[config.mk]
export PLATFORM = sky130hd
export DESIGN_NAME = micro_sequencer
export DESIGN_NICKNAME = d
export VERILOG_FILES = /design/src/rtl/micro_sequencer.sv
export SDC_FILE = /design/constraint.sdc
export NUM_CORES = 1
export LEC_CHECK = 0
export CAP_MARGIN = 40
export CORE_ASPECT_RATIO = 1.4
export CORE_UTILIZATION = 52
export CTS_BUF_LIST = sky130_fd_sc_hd__clkbuf_8
export DETAILED_ROUTE_END_ITERATION = 16
export PLACE_DENSITY = 0.95
export SLEW_MARGIN = 20
export SYNTH_ARGS = -nofsm -noshare
export SYNTH_HDL_FRONTEND = slang
export SYNTH_SLANG_ARGS = --single-unit
[constraint.sdc]
create_clock -name clk -period 2.6 [get_ports clk]
set_clock_uncertainty 0.2 [all_clocks]
set_input_delay 0.26 -clock clk [delete_from_list [all_inputs] [get_ports clk]]
set_output_delay 0.26 -clock clk [all_outputs]
set_load 0.03 [all_outputs]
[src/rtl/micro_sequencer.sv]
// micro_sequencer: next-state logic and state register of the microprogrammed
// control unit. Selects the next 7-bit ROM address from the fields that the
// control ROM decodes for the current state. It supports stepping, jumps,
// conditional branches, opcode dispatch, and memory wait loops guarded by a
// watchdog.
module micro_sequencer #(
    parameter int       TIMEOUT     = 16,
    parameter bit [6:0] FETCH_STATE = 7'd0
) (
    input  logic       clk,
    input  logic       reset,
    input  logic [2:0] n_sel,
    input  logic [6:0] cr_target,
    input  logic       cond_sel,
    input  logic       inv,
    input  logic       moc,
    input  logic       cond,
    input  logic [5:0] opcode,
    input  logic [5:0] funct,
    output logic [6:0] state,
    output logic       mem_timeout,
    output logic       illegal_op
);

    // The hold counter must be able to count up to TIMEOUT. It is always at least 1 bit wide.
    localparam int CW = (TIMEOUT > 0) ? $clog2(TIMEOUT + 1) : 1;

    typedef enum logic [2:0] {
        SEL_ENC     = 3'b000,
        SEL_FETCH   = 3'b001,
        SEL_JUMP    = 3'b010,
        SEL_INC     = 3'b011,
        SEL_BRANCH  = 3'b100,
        SEL_BR_DISP = 3'b101,
        SEL_WAIT    = 3'b110,
        SEL_RSVD    = 3'b111
    } nsel_e;

    localparam logic [5:0] OP_RTYPE = 6'h00;
    localparam logic [5:0] FN_ADDU  = 6'h21;
    localparam logic [5:0] OP_ADDIU = 6'h09;
    localparam logic [5:0] OP_LW    = 6'h23;
    localparam logic [5:0] OP_SW    = 6'h2B;
    localparam logic [5:0] OP_BEQ   = 6'h04;
    localparam logic [5:0] OP_LUI   = 6'h0F;

    logic [6:0]    r_state;
    logic          r_mem_timeout;
    logic          r_illegal_op;
    logic [CW-1:0] r_hold_cnt;

    logic          w_cond_true;
    logic [6:0]    w_inc;
    logic [6:0]    w_enc;
    logic          w_enc_known;
    logic          w_expire;
    logic [6:0]    w_next_state;
    logic          w_next_timeout;
    logic          w_next_illegal;
    logic [CW-1:0] w_next_hold;

    assign w_cond_true = (cond_sel ? cond : moc) ^ inv;
    assign w_inc       = r_state + 7'd1;
    // This hold would bring the counter up to TIMEOUT, so the watchdog fires instead.
    assign w_expire    = (TIMEOUT != 0) && ((int'(r_hold_cnt) + 1) == TIMEOUT);

    // Instruction dispatch encoder: opcode/funct -> first execute state.
    always_comb begin
        // NOTE: defaults are assigned before the case, so every path drives every output and no latch can be inferred.
        w_enc       = FETCH_STATE;
        w_enc_known = 1'b0;
        case (opcode)
            OP_RTYPE: begin
                if (funct == FN_ADDU) begin
                    w_enc       = 7'd10;
                    w_enc_known = 1'b1;
                end
            end
            OP_ADDIU: begin w_enc = 7'd11; w_enc_known = 1'b1; end
            OP_LW:    begin w_enc = 7'd6;  w_enc_known = 1'b1; end
            OP_SW:    begin w_enc = 7'd7;  w_enc_known = 1'b1; end
            OP_BEQ:   begin w_enc = 7'd8;  w_enc_known = 1'b1; end
            OP_LUI:   begin w_enc = 7'd9;  w_enc_known = 1'b1; end
            default:  ;
        endcase
    end

    // Next-state selection, watchdog counting, and the flag pulses for the next cycle.
    always_comb begin
        w_next_state   = FETCH_STATE;
        w_next_timeout = 1'b0;
        w_next_illegal = 1'b0;
        w_next_hold    = '0;
        case (nsel_e'(n_sel))
            SEL_ENC: begin
                w_next_state   = w_enc;
                w_next_illegal = ~w_enc_known;
            end
            SEL_FETCH: w_next_state = FETCH_STATE;
            SEL_JUMP:  w_next_state = cr_target;
            SEL_INC:   w_next_state = w_inc;
            SEL_BRANCH: w_next_state = w_cond_true ? cr_target : w_inc;
            SEL_BR_DISP: begin
                if (w_cond_true) begin
                    w_next_state = cr_target;
                end else begin
                    w_next_state   = w_enc;
                    w_next_illegal = ~w_enc_known;
                end
            end
            SEL_WAIT: begin
                // A completing memory op wins over a watchdog expiry in the same cycle.
                if (w_cond_true) begin
                    w_next_state = w_inc;
                end else if (w_expire) begin
                    w_next_state   = FETCH_STATE;
                    w_next_timeout = 1'b1;
                end else begin
                    w_next_state = r_state;
                    w_next_hold  = r_hold_cnt + CW'(1);
                end
            end
            SEL_RSVD: w_next_state = FETCH_STATE;
            default:  w_next_state = FETCH_STATE;
        endcase
    end

    // State register and flag registers with a synchronous reset.
    always_ff @(posedge clk) begin
        // NOTE: sequential state uses non-blocking assignments, so every register samples values from before the edge.
        if (reset) begin
            r_state       <= FETCH_STATE;
            r_mem_timeout <= 1'b0;
            r_illegal_op  <= 1'b0;
            r_hold_cnt    <= '0;
        end else begin
            r_state       <= w_next_state;
            r_mem_timeout <= w_next_timeout;
            r_illegal_op  <= w_next_illegal;
            r_hold_cnt    <= w_next_hold;
        end
    end

    assign state       = r_state;
    assign mem_timeout = r_mem_timeout;
    assign illegal_op  = r_illegal_op;

endmodule

==> summary.md <==
In this run the remaining antenna-violating nets after routing total 0. The number of nets in the synthesized netlist is 193. The reported max-cap violation count was 0. In the synthesized netlist, the cells that appear most often are sky130_fd_sc_hd__nor2_1 (19), sky130_fd_sc_hd__dfxtp_1 (14), sky130_fd_sc_hd__nand2_1 (11), sky130_fd_sc_hd__nand3_1 (11), sky130_fd_sc_hd__o21ai_0 (11).

The global routing usage summed across all routing layers was 31.94%. Post-route minimum period: 2.238 ns. The detailed-routing iteration count for the pre-antenna-repair pass is 4, and the count of unique library cells instantiated by Yosys is 48. The internal cell power came out at 468.4 uW.

Top cell type by total area after synthesis: sky130_fd_sc_hd__dfxtp_1. Largest vdd supply drop: 0.3129 mV. Source of the worst register-to-register timing path: r_hold_cnt[4]. The share of total power dissipated in combinational logic is 33.0%. In this run the most critical hold path is launched from r_hold_cnt[0]. Clock tree synthesis found a total of 14 sinks. The fraction of layout cells with a size suffix above 1 is 9.852%, and the setup slack on the worst flop-to-flop path is 0.63 ns. The power density over the cells came out at 397.2 mW/mm^2. The mapped cell area was 0.001246 mm^2; the placement-stage worst setup slack was 0.1250 ns. Of the synthesized area, sequential elements account for 22.49%. For this run, asynchronously set or reset flops after synthesis account for 0%.

STA classifies the critical path endpoint as a register. For this design, the CTS-stage hold fixing added 0 buffers. Worst endpoint data arrival time: 2.17 ns. The aggregate routed wire length is 3715 um, and the I/O pin count is 37.

Walking the worst path, the cells encountered are clkdlybuf4s50_1 > mux2i_4 > xor2_4 > o211ai_2 > a22o_1 > a21boi_1 > a221o_1. For the pin with the worst max-slew slack, the measured transition is 0.5140 ns. In this design, the stage delay of the slowest critical-path cell is 0.53 ns. Entering global routing, the biggest net connects 23 pins.

Summed over all failing endpoints, the final setup total negative slack is 0 ns. Detailed placement ended at an HPWL of 2816 um. Based on the critical path, the design can be clocked at up to 446.8 MHz. Number of I/O port buffers: 36. For the worst setup path, the data required time is 2.54 ns.

The clock-pin slew on the worst setup and hold paths is 0.06 ns. The number of enable-type register cells in the synthesized netlist works out to 0. Setup repair after global routing left no endpoint under its margin. The tools report the buffer type at the clock tree root as sky130_fd_sc_hd__clkbuf_8.

The clock network accounts for 32.2% of the total power. The logs give 0 for the number of buffers added for setup after CTS and 1 for the CTS H-tree depth. For hold timing, the worst endpoint is r_hold_cnt[0].

Of the available clock period, the critical path in the final layout requires 86.08%. TritonCTS built the clock tree. Class of the worst hold path: reg -> reg. The number of nets in the layout was 234; the die boundary width was 43.38 um.

Buffers inserted during clock tree synthesis total 3. Across all layers, the routed design uses 1436 vias. 0 antenna diodes ended up in the layout.

The worst register-to-register path has a depth of 6. The initial detailed-routing violation count is 86. Y dimension of the die: 59.92 um. The run gives 0 as the number of antenna violations at the first check in global routing. Tracing the worst setup path back leads to its startpoint at cond_sel.

Among all flip-flop cells after synthesis, the most frequent one is sky130_fd_sc_hd__dfxtp_1. The critical path in this run is classified as in -> reg. The floorplan step defined a die boundary enclosing 0.002599 mm^2. In the final routed layout, each cell accounts on average for 16.51 um. By instance count, the leading cell after synthesis is sky130_fd_sc_hd__nor2_1. Among cell families on the critical path, the largest total delay comes from compound AO/OA/AOI/OAI gates.

The run gives 0 as the count of synthesis-stage warnings from yosys. In this run, flip-flops and latches consume 34.8% of the power. The flow ran to the end, and the final reports show no timing, DRC or antenna violations.

The via count of the first global-routing pass came out at 1353. Measured against its own limit, the worst slew margin works out to 65.67%. In the routed design, unresolved DRC markers number 0. The share of total power consumed by net switching was 31.01%. From synthesis to final layout, the design area changed by 37.15%. The tools report the number of hold violations in the final report as 0. The tools report the final RePlAce weighted congestion as 0.9222.

The capture point of the worst reg-to-reg path is state[1]. The slowest stage cell on the critical path was sky130_fd_sc_hd__clkdlybuf4s50_1. For this design the static power due to leakage is 0.0006497 uW. In the post-synthesis netlist, the biggest area contributors are sky130_fd_sc_hd__dfxtp_1 (22%), sky130_fd_sc_hd__nor2_1 (5.7%), sky130_fd_sc_hd__nand3_1 (4.4%).

The cell count of the worst hold path was 1; the total count of max-transition violations in the final report was 0. The final worst slack was 0.3620 ns; the top-area cell type share of the netlist area was 22.49%. The initial standard-cell utilization of the core is 55.96%, and the insertion delay to the later sink of the worst-skew pair is 0.25 ns.

The floorplan step defined a core boundary enclosing 0.002227 mm^2. The cell count after synthesis was 163. The net switching component of the power is 210.5 uW, and the post-synthesis register bit count is 14.

Setup violations remaining at the end of the flow were counted as 0. Including well taps, the total number of placed cells is 221. Dividing the synthesized area by the synthesized cell count gives 7.645 um^2.

The final cell count without fillers was 225; the mean number of vias per cell was 6.382. Along the worst path, the maximum fanout reaches 8. The tools report the number of buffers on the longest clock path as 2. The first global-routing pass estimated 6161 um of wire. The combined buffer and inverter count along the critical path works out to 1.

Once the clock tree was built, the resizer swapped 0 gates to a different size. The total congestion overflow was 0. In this run the core area contains 20 standard-cell rows. The worst setup path is launched from an input port.
## cell type report
type | instances | area (um^2)
Sequential cell | 14 | 280.3
Timing Repair Buffer | 43 | 412.9
Fill cell | 168 | 518.0
Multi-Input combinational cell | 139 | 922.1
Clock buffer | 4 | 55.05
Inverter | 3 | 11.26
Tap cell | 22 | 27.53
## state kept, by name, indices dropped and copies added, names as in the netlist
| name | count |
|---|---|
| mem_timeout | 1 |
| state | 7 |
| r_hold_cnt | 5 |
| illegal_op | 1 |
## cells in the final DEF, fill, tap and decap left out, types with 2 or more instances in the layout
cell                              netlist  final
sky130_fd_sc_hd__clkdlybuf4s50_1        0     36
sky130_fd_sc_hd__nor2_1                19     19
sky130_fd_sc_hd__dfxtp_1               14     14
sky130_fd_sc_hd__nand3_1               11     11
sky130_fd_sc_hd__nand2_1               11     11
sky130_fd_sc_hd__o21ai_0               11     11
sky130_fd_sc_hd__a21oi_1                9      9
sky130_fd_sc_hd__nor3_1                 9      9
sky130_fd_sc_hd__buf_4                  1      7
sky130_fd_sc_hd__nor2b_1                6      6
sky130_fd_sc_hd__xor2_1                 6      6
sky130_fd_sc_hd__nand2b_1               4      4
sky130_fd_sc_hd__a22oi_1                4      4
sky130_fd_sc_hd__clkbuf_8               0      4
sky130_fd_sc_hd__inv_1                  3      3
sky130_fd_sc_hd__and2_1                 3      3
sky130_fd_sc_hd__and3_1                 3      3
sky130_fd_sc_hd__a32o_1                 3      3
sky130_fd_sc_hd__xnor2_1                3      3
sky130_fd_sc_hd__and3_2                 2      2
sky130_fd_sc_hd__a31oi_1                2      2
sky130_fd_sc_hd__mux2i_1                2      2
sky130_fd_sc_hd__o31ai_1                2      2
sky130_fd_sc_hd__a32oi_1                2      2
sky130_fd_sc_hd__nand4_1                2      2
sky130_fd_sc_hd__o211ai_1               2      2
sky130_fd_sc_hd__ha_1                   2      2
## logic make-up (layout without fill, tap and decap cells)
kind of cell / count (synthesis) / in the layout / synth area share [%]
adder cells (fa/ha/maj): 2 / 2 / 2.008
flip-flops: 14 / 14 / 22.49
XOR/XNOR: 12 / 12 / 11.75
AO/OA/AOI/OAI: 46 / 46 / 25.10
multiplexers: 3 / 3 / 3.414
buffers and inverters: 10 / 50 / 3.514
AND/OR/NAND/NOR: 76 / 76 / 31.73
## metrics by stage
step                utilization [%]  total power, uW  instance area (um^2)  hold slack [ns]
floorplan                         -            358.9                  1246           0.1294
global placement              74.27            450.4                  1654           0.2523
detailed placement            74.27            458.1                  1654           0.2693
CTS                           76.74            677.2                  1709           0.2834
global route                  76.74            708.7                  1709           0.3044
finish                        76.74            678.9                  1709           0.2822
## power groups by stage
stage	sequential [uW]	clock [uW]	combinational, uW
3_3_place_gp	239	0	211
2_1_floorplan	254	0	105
4_1_cts	236	220	221
6_report	236	219	224
5_1_grt	238	231	240
3_5_place_dp	240	0	218
## worst max path at each step
stage	end	cells after the start
2_1_floorplan	state[4]	7
3_3_place_gp	state[3]	7
3_5_place_dp	state[3]	7
4_1_cts	state[3]	7
5_1_grt	state[3]	7
6_report	state[3]	7
## metal layers
layer	routed length (um)	global-route usage, %	share of wire (%)	up-vias
li1	-	-	-	686
met1	1335	35.49	36	661
met2	1990	57.36	54	77
met3	248	4.230	6.7	12
met4	141	18.30	3.8	0
met5	0	0	0	-
Note: power is estimated with default switching activity, not from simulation.
